File: src/rtl/systolic_feeder_if.sv
// Host/array-facing bundle of the systolic A-operand feeder: tile writes, stream control,
// and the skewed per-lane operand outputs.
interface systolic_feeder_if #(
    parameter int unsigned N    = 32,
    parameter int unsigned ROWS = 4,
    parameter int unsigned K    = 4
);
    localparam int unsigned RW = (ROWS > 1) ? $clog2(ROWS) : 1;
    localparam int unsigned CW = (K > 1) ? $clog2(K) : 1;

    logic              wr_en;
    logic [RW-1:0]     wr_row;
    logic [CW-1:0]     wr_col;
    logic [N-1:0]      wr_data;
    logic              start;
    logic              busy;
    logic              done;
    logic [ROWS*N-1:0] a_out;
    logic [ROWS-1:0]   a_vld;

    modport master (
        output wr_en, wr_row, wr_col, wr_data, start,
        input  busy, done, a_out, a_vld
    );

    modport slave (
        input  wr_en, wr_row, wr_col, wr_data, start,
        output busy, done, a_out, a_vld
    );
endinterface

File: src/rtl/systolic_feeder.sv
// Buffers a ROWS x K operand tile and streams it into the array west edge with lane r skewed
// by r cycles. Define FEEDER_PINGPONG_EN for double-buffered tiles (load n+1 while n streams).
module systolic_feeder #(
    parameter int unsigned N    = 32,
    parameter int unsigned ROWS = 4,
    parameter int unsigned K    = 4
) (
    input  logic              clk,
    input  logic              clr,
    systolic_feeder_if.slave  bus
);
    localparam int unsigned RW    = (ROWS > 1) ? $clog2(ROWS) : 1;
    localparam int unsigned CW    = (K > 1) ? $clog2(K) : 1;
    localparam int unsigned TW    = $clog2(K + ROWS);
    localparam int unsigned LastT = K + ROWS - 2;
`ifdef FEEDER_PINGPONG_EN
    localparam int unsigned Banks = 2;
`else
    localparam int unsigned Banks = 1;
`endif

    typedef enum logic [1:0] {StIdle, StStream, StDone} state_e;

    state_e            state_q, state_d;
    logic [TW-1:0]     t_q, t_d;
    logic              start_acc;
    logic              wr_ok, wr_allow;
    logic              wr_bank, rd_bank;
    logic [N-1:0]      tile_q [Banks][ROWS][K];
    logic [N-1:0]      tile_d [Banks][ROWS][K];
    logic [ROWS*N-1:0] a_out_q, a_out_d;
    logic [ROWS-1:0]   a_vld_q, a_vld_d;

`ifdef FEEDER_PINGPONG_EN
    logic act_q, act_d;

    // The write bank is always the one not streaming; a start swaps them.
    assign wr_bank  = ~act_q;
    assign act_d    = act_q ^ start_acc;
    assign rd_bank  = act_d;
    assign wr_allow = 1'b1;

    always_ff @(posedge clk or posedge clr) begin
        if (clr) begin
            act_q <= 1'b0;
        end else begin
            act_q <= act_d;
        end
    end
`else
    assign wr_bank  = 1'b0;
    assign rd_bank  = 1'b0;
    assign wr_allow = (state_q != StStream);
`endif

    always_comb begin
        state_d   = state_q;
        t_d       = t_q;
        start_acc = 1'b0;
        unique case (state_q)
            StIdle: begin
                if (bus.start) begin
                    state_d   = StStream;
                    t_d       = '0;
                    start_acc = 1'b1;
                end
            end
            StStream: begin
                if (t_q == TW'(LastT)) begin
                    state_d = StDone;
                    t_d     = '0;
                end else begin
                    t_d = t_q + 1'b1;
                end
            end
            StDone:  state_d = StIdle;
            default: state_d = StIdle;
        endcase
    end

    assign wr_ok = bus.wr_en && wr_allow && (32'(bus.wr_row) < ROWS) && (32'(bus.wr_col) < K);

    // Outputs are computed from the post-edge tile so a write coinciding with start is seen.
    always_comb begin
        tile_d = tile_q;
        if (wr_ok) begin
            tile_d[wr_bank][bus.wr_row][bus.wr_col] = bus.wr_data;
        end
        a_out_d = '0;
        a_vld_d = '0;
        for (int r = 0; r < int'(ROWS); r++) begin
            if (state_d == StStream && int'(t_d) >= r && int'(t_d) < r + int'(K)) begin
                a_vld_d[r]       = 1'b1;
                a_out_d[r*N +: N] = tile_d[rd_bank][r][CW'(int'(t_d) - r)];
            end
        end
    end

    always_ff @(posedge clk or posedge clr) begin
        if (clr) begin
            state_q <= StIdle;
            t_q     <= '0;
            a_out_q <= '0;
            a_vld_q <= '0;
            for (int b = 0; b < int'(Banks); b++) begin
                for (int r = 0; r < int'(ROWS); r++) begin
                    for (int c = 0; c < int'(K); c++) begin
                        tile_q[b][r][c] <= '0;
                    end
                end
            end
        end else begin
            state_q <= state_d;
            t_q     <= t_d;
            a_out_q <= a_out_d;
            a_vld_q <= a_vld_d;
            tile_q  <= tile_d;
        end
    end

    assign bus.busy  = (state_q == StStream);
    assign bus.done  = (state_q == StDone);
    assign bus.a_out = a_out_q;
    assign bus.a_vld = a_vld_q;
endmodule

File: src/flat_wrapper.sv
// flat-port wrapper written by rule: the top's interface ports become plain ports
module systolic_feeder_flat 
#(
    parameter int unsigned N    = 32,
    parameter int unsigned ROWS = 4,
    parameter int unsigned K    = 4
)
  (clk, clr, bus_wr_en, bus_wr_row, bus_wr_col, bus_wr_data, bus_start, bus_busy, bus_done, bus_a_out, bus_a_vld);
  systolic_feeder_if #(.N(N), .ROWS(ROWS), .K(K)) bus_i ();
  input  logic clk;
  input  logic clr;
  input wire logic [$bits(bus_i.wr_en)-1:0] bus_wr_en;
  input wire logic [$bits(bus_i.wr_row)-1:0] bus_wr_row;
  input wire logic [$bits(bus_i.wr_col)-1:0] bus_wr_col;
  input wire logic [$bits(bus_i.wr_data)-1:0] bus_wr_data;
  input wire logic [$bits(bus_i.start)-1:0] bus_start;
  output wire logic [$bits(bus_i.busy)-1:0] bus_busy;
  output wire logic [$bits(bus_i.done)-1:0] bus_done;
  output wire logic [$bits(bus_i.a_out)-1:0] bus_a_out;
  output wire logic [$bits(bus_i.a_vld)-1:0] bus_a_vld;
  assign bus_i.wr_en = bus_wr_en;
  assign bus_i.wr_row = bus_wr_row;
  assign bus_i.wr_col = bus_wr_col;
  assign bus_i.wr_data = bus_wr_data;
  assign bus_i.start = bus_start;
  assign bus_busy = bus_i.busy;
  assign bus_done = bus_i.done;
  assign bus_a_out = bus_i.a_out;
  assign bus_a_vld = bus_i.a_vld;
  systolic_feeder #(.N(N), .ROWS(ROWS), .K(K)) u_core (.clk(clk), .clr(clr), .bus(bus_i));
endmodule
File: config.mk
export PLATFORM = sky130hd
export DESIGN_NAME = systolic_feeder_flat
export DESIGN_NICKNAME = d
export VERILOG_FILES = /design/src/rtl/systolic_feeder_if.sv /design/src/rtl/systolic_feeder.sv /design/src/flat_wrapper.sv
export SDC_FILE = /design/constraint.sdc
export NUM_CORES = 1
export LEC_CHECK = 0
export BUFFER_PORTS_ARGS = -buffer_cell sky130_fd_sc_hd__buf_2
export CAP_MARGIN = 20
export CORE_MARGIN = 1
export CORE_UTILIZATION = 35
export DETAILED_ROUTE_END_ITERATION = 16
export SLEW_MARGIN = 20
export SYNTH_ARGS = -nofsm -noshare
export SYNTH_HDL_FRONTEND = slang
export SYNTH_SLANG_ARGS = --single-unit
export TNS_END_PERCENT = 1
File: constraint.sdc
create_clock -name clk -period 44.7 [get_ports clk]
set_clock_uncertainty 0.05 [all_clocks]
set_input_delay 0 -clock clk [delete_from_list [all_inputs] [get_ports clk]]
set_output_delay 0 -clock clk [all_outputs]
set_load 0.02 [all_outputs]
* Yosys cells after proc, flatten, opt, wreduce, memory -nomap -nowiden
Index checks and enable logic that the tools add are counted.
** Word-level totals
- Register bits :: 649
- Input port bits :: 40
- Output and inout bits :: 134
** Cells by class
- Add/sub/neg operators :: 4
- Magnitude comparators :: 15
- Equality and inequality tests :: 5
- Mux-type cells :: 32
- Bitwise gates (word level) :: 6
- Reductions and logical operators :: 11
** Operator list (number)
- $bwmux W512 :: 1
- $mux W512 :: 1
- $mux W32 :: 13
- $bmux W32 S2 :: 4
- $demux W128 S2 :: 1
- $mux W128 :: 1
- $demux W32 S2 :: 1
- $ge A2 B3 Y1 const B :: 4
- $lt A3 B3 Y1 const B :: 4
- $logic_and A1 B1 Y1 :: 10
- $not A2 Y2 :: 4
- $ge A3 B2 Y1 const B :: 2
- $ge A3 B3 Y1 const B :: 2
- $lt A3 B1 Y1 const B :: 2
- $mux W3 :: 2
- $not A2 Y3 :: 2
- $pmux W3 S2 :: 1
- $eq A2 B1 Y1 const B :: 2
- $mux W1 :: 4
- $mux W2 :: 2
- $pmux W2 S2 :: 1
- $sub A2 B2 Y2 const B :: 2
- $add A3 B1 Y3 const B :: 1
- $eq A3 B3 Y1 const B :: 1
- 5 further kinds :: 5

* Depth between registers and ports, before layout
Gate-level depths: netlist (run 1).
- Depth in word-level cells :: 13
- Mapped depth :: 14
- Mapped depth without buffers :: 10

* Worst setup path before layout (run 1)
OpenSTA, ideal clock, no wires.
- Path type :: register to register
- From :: reg u_core.state_q[1]
- To :: reg u_core.a_out_q[56] (netlist: u_core.bus.a_out[56])
- Library setup time :: 0.137 ns
- Arrival :: 2.718 ns
- Required time :: 44.513 ns
- Slack :: 41.795 ns
- Cell stages (with the launch flop) :: 15
- Period minus slack after synthesis :: 2.905 ns
- Cell sequence :: dfrtp_1 nand2b_4 inv_2 buf_6 a22oi_2 buf_2 buf_2 clkbuf_1 inv_1 ha_1 a311oi_1 o21ai_0 nand2_1 buf_1 o32ai_1
** On the way
- Cells in the longest elaborated chain, start to end :: 8
- Elaborated cells between the ends (all ways) :: 20
- Those cells by class :: 1 x add/sub; 2 x order compare; 3 x eq/ne; 9 x mux; 1 x bitwise; 4 x reduce/logical
** Ends and longest elaborated chain
- from (decl) :: line systolic_feeder.sv:24 : state_e state_q, state_d;
- from (signal assigned) :: line systolic_feeder.sv:101 : state_q <= StIdle;
- from (signal assigned) :: line systolic_feeder.sv:113 : state_q <= state_d;
- $eq A2 B1 Y1 or $logic_not A2 Y1 (tied branches) :: line systolic_feeder.sv:60 : unique case (state_q)
- $pmux W3 S2 :: line systolic_feeder.sv:60
- $sub A2 B1 Y2 :: line systolic_feeder.sv:94 : a_out_d[r*N +: N] = tile_d[rd_bank][r][CW'(int'(t_d) - r)];
- $not A2 Y2 (not written as such) :: line systolic_feeder.sv:94
- $bmux W32 S2 :: line systolic_feeder.sv:94
- $mux W32 (not written as such) (2 in series) :: line systolic_feeder.sv:94
- $mux W32 (*) :: line systolic_feeder.sv:92 : if (state_d == StStream && int'(t_d) >= r && int'(t_d) < r + int'(K)) begin
- net u_core.a_out_d[56] :: line systolic_feeder.sv:31 : logic [ROWS*N-1:0] a_out_q, a_out_d;
- to (signal assigned) :: line systolic_feeder.sv:115 : a_out_q <= a_out_d;
- to (decl) :: line systolic_feeder.sv:31
The timed path passes the listed nets; every way through them passes the cells marked *. The select of a mux whose other input is x is not followed.

* Final worst setup path (run 1)
- From :: reg u_core.state_q[1]
- To :: reg u_core.a_out_q[126] (netlist: u_core.bus.a_out[126])
** On the way
- Cells in the longest elaborated chain, start to end :: 8
- Elaborated cells between the ends (all ways) :: 20
- Those cells by class :: 1 x add/sub; 2 x order compare; 3 x eq/ne; 9 x mux; 1 x bitwise; 4 x reduce/logical
** Ends and longest elaborated chain (line)
- $eq A2 B1 Y1 or $logic_not A2 Y1 (tied branches) :: systolic_feeder.sv:60
- $pmux W3 S2 :: systolic_feeder.sv:60
- $sub A2 B2 Y2 :: systolic_feeder.sv:94
- $not A2 Y2 (not written as such) :: systolic_feeder.sv:94
- $bmux W32 S2 :: systolic_feeder.sv:94
- $mux W32 (not written as such) (2 in series) :: systolic_feeder.sv:94
- $mux W32 (*) :: systolic_feeder.sv:92
- net u_core.a_out_d[126] :: systolic_feeder.sv:31
Marked as above.

==> results.tsv, run 1 <==
metric	value	unit
status	complete, no violations	
sequential element share of the synthesized area	59.0	%
#FFs+latches synth	649	
pre-CTS setup slack	40.24	ns
IO Port Bufs	173	
worst-path cell chain	nand2b_4, inv_2, a22oi_2, buf_8, buf_4, inv_1, ha_1, o211ai_1, a21oi_4, o21ai_0, o22ai_1	
number of filler cells placed in the layout	7310	
Post-Syn Area	27500	µm²
Synth area leaders	dfrtp_1 (59%), mux2_2 (17%), mux2i_1 (2.4%)	
Cell variety after synth	60	
initial core utilization	35.5	%
total negative setup slack	0	ns
CP Class	reg -> reg	
min cycle time layout	4.44	ns
non-filler cells, final	3268	
# nets final	2211	
post-cts resize count	0	
Clk Latency, worst-skew pair	0.61	ns
Hold Fails Final Rpt	0	
clk buf depth	3	
count leader, synth	dfrtp_1	
MaxCap Viol Count	0	
clock sinks	649	
Register Area	16200	µm²
number of synthesized flops with an enable pin	0	
Via density	5.21	
Critical Path Start Type	register	
die area	79800	µm²
area of the multi-input gates	10500	µm²
largest area contributor in the netlist	dfrtp_1	
final worst slack	40.26	ns
CP Max Fanout	45	
Residual DRC	0	
PD cells	75.2	nW/µm²
CP arrival	4.90	ns
Final Cycle Share	9.94	%
share of flip-flops with an asynchronous set or reset	100	%
Critical Path End Type	register	
post-synth top area share	59.0	%
CTS H-tree depth	3	
dpl hpwl	43700	µm
Tot GR Track Use	18.5	%
CTS clock-pin slew for the worst setup and hold paths	0.06	ns
fin util	41.2	%
Peak VDD IR	0.0000493	V
Post-synth top flop	dfrtp_1	
drt first pass iters	5	
TritonCTS clock tree	yes	
CP required	45.16	ns
Slew @ Worst Pin	1.07	ns
DRT iter0 DRCs	1087	
CTS Root Buffer Type	clkbuf_16	
WL final	73000	µm
Inst Count DP	3100	
slowest stage delay, CP	0.82	ns
fraction of layout cells with a size suffix above 1	37.4	%
Avg Cell Area, Syn	13.6	µm²
largest net degree at the start of global routing	165	
WL/cell	22.3	µm
TritonCTS buffer count	72	
RSZ-0062 raised after global routing	no	
core area	77600	µm²
Rows	102	
WP buf/inv	4	
worst min path class	in -> async	
endpoints failing setup	0	
Max Slew Vio Count	0	
I/O pins	174	
DR vias	17034	
worst hold margin	0.0260	ns
Syn Inst Count	2025	
vias in the first global route	18278	
first-pass GRT wire length	112000	µm
initial antenna violation count	4	
worst relative slew slack	28.6	%
GRT overflow	0	
Syn. warnings	0	
Layout area overhead	16.0	%
P_leak	15.5	nW
Placer Congestion	0.809	
Die Y	282	µm
Routed Antenna Nets	0	
Crit path max-delay family	compound AO/OA/AOI/OAI gates	
commonest cells in the netlist	dfrtp_1 (649), mux2_2 (422), nor2_1 (135)	
Die Span X	282	µm
Fmax	225	MHz
Synthesized Nets	2067	
CP max-delay cell	a21oi_4	
[area by class of cell]
class	count	area share (%)
inverters	8	0.133
diodes	1	0.00783
clock inverters	16	0.501
well taps	1040	4.07
flip-flops and latches	649	50.8
clock buffers	116	6.92
repair buffers	239	4.68
multi-input cells	1199	32.9
[registers in the layout, summed over array words and instances, names as in the netlist]
name,cells
u_core.bus.a_out,128
u_core.bus.a_vld,4
u_core.state_q,2
u_core.t_q,3
u_core.tile_q,512
[layout by cell type (no fill, tap or decap), types with 27 or more instances in the layout]
| cell | n |
|---|---|
| o2111a_1 | 32 |
| and3_1 | 32 |
| o32ai_1 | 31 |
| buf_2 | 173 |
| o22a_1 | 32 |
| nor2_1 | 133 |
| clkbuf_16 | 74 |
| nand2b_1 | 40 |
| nand2_1 | 102 |
| nor4_2 | 31 |
| mux2i_1 | 64 |
| o2111ai_1 | 31 |
| mux2_2 | 422 |
| mux2_4 | 31 |
| dfrtp_1 | 649 |
| or3_1 | 63 |
| buf_4 | 27 |
| o21ai_0 | 66 |
| mux2_1 | 27 |
| dlygate4sd3_1 | 34 |
[report_power, final]
part           switching, mW  leakage, nW  internal [mW]  total (mW)
Sequential            0.0760         8.66          0.814       0.890
Clock                  0.239         1.17          0.351       0.590
Combinational          0.534         5.68          0.387       0.922
[worst paths after layout]
check	from	endpoint	slack, ns	cells past startpoint
max reg2reg	u_core.state_q[1]	u_core.bus.a_out[126]	40.26	11
min reg2reg	u_core.tile_q[251]	u_core.tile_q[251]	0.41	2
min in group clk	bus_wr_row[1]	u_core.tile_q[320]	0.07	4
min	clr	u_core.bus.a_out[93]	0.03	3
max	u_core.state_q[1]	u_core.bus.a_out[126]	40.26	11
max in group asynchronous	clr	u_core.tile_q[243]	42.32	5
[worst register-to-register path: stages (launching register included)]
cell,delay [ns]
dfrtp_1,0.50
nand2b_4,0.25
inv_2,0.30
a22oi_2,0.66
buf_8,0.24
buf_4,0.48
inv_1,0.16
ha_1,0.34
o211ai_1,0.13
a21oi_4,0.82
o21ai_0,0.24
o22ai_1,0.17
[cells by family (layout without fill, tap and decap cells)]
kind of cell / Yosys count / after routing / synth area share [%]
fa+ha+maj: 2 / 2 / 0.0909
buf+inv: 177 / 379 / 3.45
xor+xnor: 2 / 2 / 0.0636
simple gates: 434 / 434 / 8.82
mux: 545 / 545 / 22.4
flops: 649 / 649 / 59.0
other cells: 0 / 1 / 0
compound gates: 216 / 216 / 6.18
[per-layer routing]
metal	up-vias	track usage (%)	wire length (µm)
li1	7534	-	-
met2	338	30.7	35500
met1	9059	24.9	32900
met3	101	2.99	3030
met5	-	0	13
met4	2	5.09	1440
[stage by stage]
stage / instance area (µm²) / power (mW)
after floorplan: 27500 / 1.56
after global placement: 29200 / 1.78
after detailed placement: 29200 / 1.81
after CTS: 31900 / 2.42
after global routing: 31900 / 2.55
final: 31900 / 2.40
[what timing repair did]
action                    CTS  global route
hold buffers               34             0
hold endpoints to repair  691             0
setup buffers               0             0
Note: power is estimated with default switching activity, not from simulation.
==> run 2, diff against run 1 <==
==> constraint.sdc (replaced) <==
create_clock -name clk -period 4.5 [get_ports clk]
set_clock_uncertainty 0.05 [all_clocks]
set_input_delay 0 -clock clk [delete_from_list [all_inputs] [get_ports clk]]
set_output_delay 0 -clock clk [all_outputs]
set_load 0.02 [all_outputs]
==> results.tsv, run 2 (synthesized netlist as in run 1, its figures left out) <==
metric	value	unit
Rows	102	
initial antenna violation count	6	
# nets final	2216	
Placer Congestion	0.751	
die area	79800	µm²
post-cts resize count	0	
dpl hpwl	44600	µm
non-filler cells, final	3269	
Sw Ratio	35.4	%
met3 GRT Util	3.16	%
Clock power frac	24.4	%
first-pass GRT wire length	113000	µm
CP Max Fanout	22	
worst min path class	in -> async	
Via density	5.21	
Clk Latency, worst-skew pair	0.61	ns
RR Startpoint	u_core.state_q[0]	
min cycle time layout	3.44	ns
DRT iter0 DRCs	1072	
Setup Buffers After CTS	0	
RSZ-0062 raised after global routing	no	
MaxCap Viol Count	0	
Inst Count DP	3109	
final worst slack	1.06	ns
commonest non-fill, non-tap cell in the layout	dfrtp_1	
WL/cell	22.4	µm
Comb pwr share	38.7	%
status	complete, no violations	
most used routing layer	met2	
FF-to-FF path depth	10	
CP arrival	3.88	ns
CTS H-tree depth	3	
vias in the first global route	18325	
Critical Path Start Type	register	
P_leak	15.5	nW
Seq pwr share	36.9	%
CP max-delay cell	inv_2	
CP required	4.94	ns
WL final	73100	µm
R2R setup slack	1.06	ns
Slew @ Worst Pin	1.10	ns
slowest stage delay, CP	0.57	ns
GRT overflow	0	
Die Span X	282	µm
commonest cells after routing, fill and taps aside	dfrtp_1 (649), mux2_2 (422), buf_2 (173), nor2_1 (133), nand2_1 (103)	
Residual DRC	0	
initial core utilization	35.5	%
Net Switching	8.47	mW
met2 usage	31.0	%
DR vias	17033	
Layout area overhead	16.4	%
TritonCTS clock tree	yes	
Tot GR Track Use	18.7	%
Hold Fails Final Rpt	0	
Peak VDD IR	0.000733	V
fraction of layout cells with a size suffix above 1	37.5	%
largest net degree at the start of global routing	128	
Die Y	282	µm
CTS Root Buffer Type	clkbuf_16	
clk buf depth	3	
CTS clock-pin slew for the worst setup and hold paths	0.06	ns
Final Cycle Share	76.5	%
Critical Path End Type	register	
Routed Antenna Nets	0	
drt first pass iters	4	
endpoints failing setup	0	
pre-CTS setup slack	1.13	ns
clock sinks	649	
Fmax	290	MHz
M1 GR Usage	25.1	%
P_int	15.5	mW
worst-path cell chain	nand2b_4, inv_2, a22oi_2, inv_1, ha_1, a311oi_1, o21ai_0, nand2_1, buf_12, o32ai_1	
IO Port Bufs	173	
Largest Register	u_core.tile_q	
I/O pins	174	
PD cells	748	nW/µm²
Worst R2R End	u_core.bus.a_out[38]	
max FFs per register	512	
TritonCTS buffer count	69	
core area	77600	µm²
Critical path origin	u_core.state_q[0]	
Max Slew Vio Count	0	
CP Class	reg -> reg	
worst relative slew slack	26.6	%
## run 2: cell type report
class	count	area, µm²
multi-input combinational	1199	10500
antenna	2	5.00
clock inverter	22	324
tap	1040	1300
inverter	8	38.8
clock buffer	102	2000
timing repair buffer	247	1640
sequential	649	16200
fill	7206	45600
## run 2: routing by layer
layer | part of all wire, % | up-vias
li1 | - | 7533
met1 | 45 | 9066
met2 | 49 | 327
met3 | 3.8 | 105
met4 | 2.3 | 2
met5 | 0.012 | -
## run 2: critical path, delay by kind of cell, from the launching register on
kind | cells | cell delay (ns)
AOI/OAI and AO/OA | 4 | 0.85
and+or+nand+nor | 2 | 0.67
DFF | 1 | 0.56
buffers and inverters | 3 | 1.03
adders and majority gates | 1 | 0.15
## run 2: power by group through the flow
stage	logic, mW	registers (mW)	clock network (mW)
finish	9.28	8.84	5.84
global route	10.1	9.05	6.20
CTS	9.36	8.85	5.97
detailed placement	9.30	8.94	0
global placement	8.93	8.85	0
floorplan	6.38	9.08	0
## run 2: how the worst max path moves through the flow
| stage | endpoint | slack (ns) | cells after the start |
|---|---|---|---|
| after floorplan | u_core.bus.a_out[0] | -4.42 | 1 |
| after global placement | u_core.bus.a_out[126] | 1.16 | 9 |
| after detailed placement | u_core.bus.a_out[38] | 1.13 | 10 |
| after CTS | u_core.bus.a_out[38] | 1.07 | 10 |
| after global routing | u_core.bus.a_out[38] | 0.78 | 10 |
| final | u_core.bus.a_out[38] | 1.06 | 10 |
## run 2: timing repair
action	4_1_cts	5_1_grt
setup endpoints to repair	0	0
endpoints found under the hold margin	601	0
hold buffers	34	0
## run 2: through the flow
step	power [mW]	hold WS [ns]	setup TNS, ns	util [%]	instance area, µm²
CTS	24.2	0.0491	0	41.3	32000
detailed placement	18.2	0.156	0	37.9	29400
floorplan	15.5	0.105	-2867.68	-	27500
finish	24.0	0.0557	0	41.3	32000
global placement	17.8	0.155	0	37.8	29300
global route	25.4	0.101	0	41.3	32000
==> run 3, diff against run 2 <==
==> constraint.sdc (replaced) <==
create_clock -name clk -period 3.55 [get_ports clk]
set_clock_uncertainty 0.05 [all_clocks]
set_input_delay 0 -clock clk [delete_from_list [all_inputs] [get_ports clk]]
set_output_delay 0 -clock clk [all_outputs]
set_load 0.02 [all_outputs]
==> results.tsv, run 3 (synthesized netlist as in run 1, its figures left out) <==
metric	value	unit
status	complete, no violations	
Routed Antenna Nets	0	
Placer Congestion	0.775	
DRT iter0 DRCs	1111	
MaxCap Viol Count	0	
slowest stage delay, CP	0.55	ns
PD cells	951	nW/µm²
Die Y	282	µm
Inst Count DP	3121	
clock sinks	649	
WL final	74600	µm
CP Class	reg -> reg	
initial antenna violation count	8	
fraction of layout cells with a size suffix above 1	38.0	%
vias in the first global route	18576	
final worst slack	0.485	ns
TritonCTS buffer count	71	
Die Span X	282	µm
Slew @ Worst Pin	0.945	ns
TritonCTS clock tree	yes	
worst min path class	in -> async	
fin util	41.6	%
GRT overflow	0	
die area	79800	µm²
Residual DRC	0	
number of filler cells placed in the layout	7241	
Critical Path Start Type	register	
CP max-delay cell	dfrtp_1	
Hold Fails Final Rpt	0	
worst relative slew slack	37.0	%
CTS H-tree depth	3	
CTS Root Buffer Type	clkbuf_16	
clk buf depth	3	
# nets final	2230	
Tot GR Track Use	19.0	%
Fmax	326	MHz
pre-CTS setup slack	0.545	ns
Largest Register	u_core.tile_q	
first-pass GRT wire length	114000	µm
DR vias	17170	
commonest non-fill, non-tap cell in the layout	dfrtp_1	
endpoints failing setup	0	
post-cts resize count	0	
Peak VDD IR	0.000756	V
Crit path max-delay family	compound AO/OA/AOI/OAI gates	
final instance area	32300	µm²
drt first pass iters	4	
P_leak	15.7	nW
commonest cells after routing, fill and taps aside	dfrtp_1 (649), mux2_2 (422), buf_2 (173), nor2_1 (133), nand2_1 (103)	
I/O pins	174	
non-filler cells, final	3280	
CTS clock-pin slew for the worst setup and hold paths	0.06	ns
CP required	3.95	ns
largest net degree at the start of global routing	129	
Max Slew Vio Count	0	
Rows	102	
Placement Cell Area	29600	µm²
min cycle time layout	3.06	ns
initial core utilization	35.5	%
Final Cycle Share	86.3	%
Total Power	30.7	mW
CP Max Fanout	32	
Clk Latency, worst-skew pair	0.62	ns
core area	77600	µm²
CP arrival	3.47	ns
WL/cell	22.7	µm
Critical Path End Type	register	
Layout area overhead	17.4	%
max FFs per register	512	
worst-path cell chain	o21bai_1, a22oi_2, inv_1, ha_1, a311oi_1, a21boi_1, nand2b_1, buf_4, o21ai_0	
IO Port Bufs	173	
dpl hpwl	45200	µm
Via density	5.23	
RSZ-0062 raised after global routing	no	
WP buf/inv	2	
-- run 3: cell types whose count changed in the layout (fill, tap and decap cells not counted), sizes merged, moves of 2 or more --
cell    previous run  this run
buf              213       225
clkbuf           102       105
bufinv             6         4
clkinv            11         9
inv               12        10
-- run 3: final timing paths --
check                           slack, ns               start                   end  cells after the start
worst min register to register       0.41  u_core.tile_q[237]    u_core.tile_q[237]                      2
min in group clk                     0.06       bus_wr_col[0]    u_core.tile_q[184]                      3
max in group asynchronous            2.22                 clr  u_core.bus.a_out[64]                      4
worst min-delay path                 0.06                 clr  u_core.bus.a_out[47]                      3
worst max-delay path                 0.49   u_core.state_q[0]  u_core.bus.a_out[96]                      9
worst max register to register       0.49   u_core.state_q[0]  u_core.bus.a_out[96]                      9
-- run 3: repair_timing --
action | 4_1_cts | 5_1_grt
buffers inserted | 0 | 0
endpoints found under the hold margin | 604 | 0
hold buffers | 34 | 0
-- run 3: area by class of cell --
class	instances	area, µm²	share of cell area, %
Clock buffer	105	2120	6.55
Multi-Input combinational cell	1199	10500	32.5
Inverter	8	38.8	0.120
Tap cell	1040	1300	4.03
Clock inverter	17	244	0.755
Timing Repair Buffer	259	1870	5.79
Antenna cell	3	7.51	0.0232
Sequential cell	649	16200	50.3
-- run 3: worst min-delay path: cells and delay by family --
kind                   cells  cell delay (ns)
buffers and inverters      3             1.22
-- run 3: report_power, final --
part / switching [mW] / leakage, nW / total (mW) / internal, mW
combinational: 6.95 / 5.85 / 12.1 / 5.17
sequential: 0.954 / 8.66 / 11.2 / 10.2
clock: 2.99 / 1.16 / 7.42 / 4.43
-- run 3: metal layers --
layer | global-route usage, % | part of all wire, %
met3 | 3.25 | 4.0
met2 | 31.3 | 49
met4 | 4.77 | 1.9
met1 | 25.8 | 45
met5 | 0 | 0.023
-- run 3: metrics by stage --
step                TNS [ns]  hold WS, ns
finish                     0       0.0553
global route               0       0.0701
CTS                        0       0.0180
detailed placement         0        0.174
global placement           0        0.177
floorplan           -3484.23        0.105
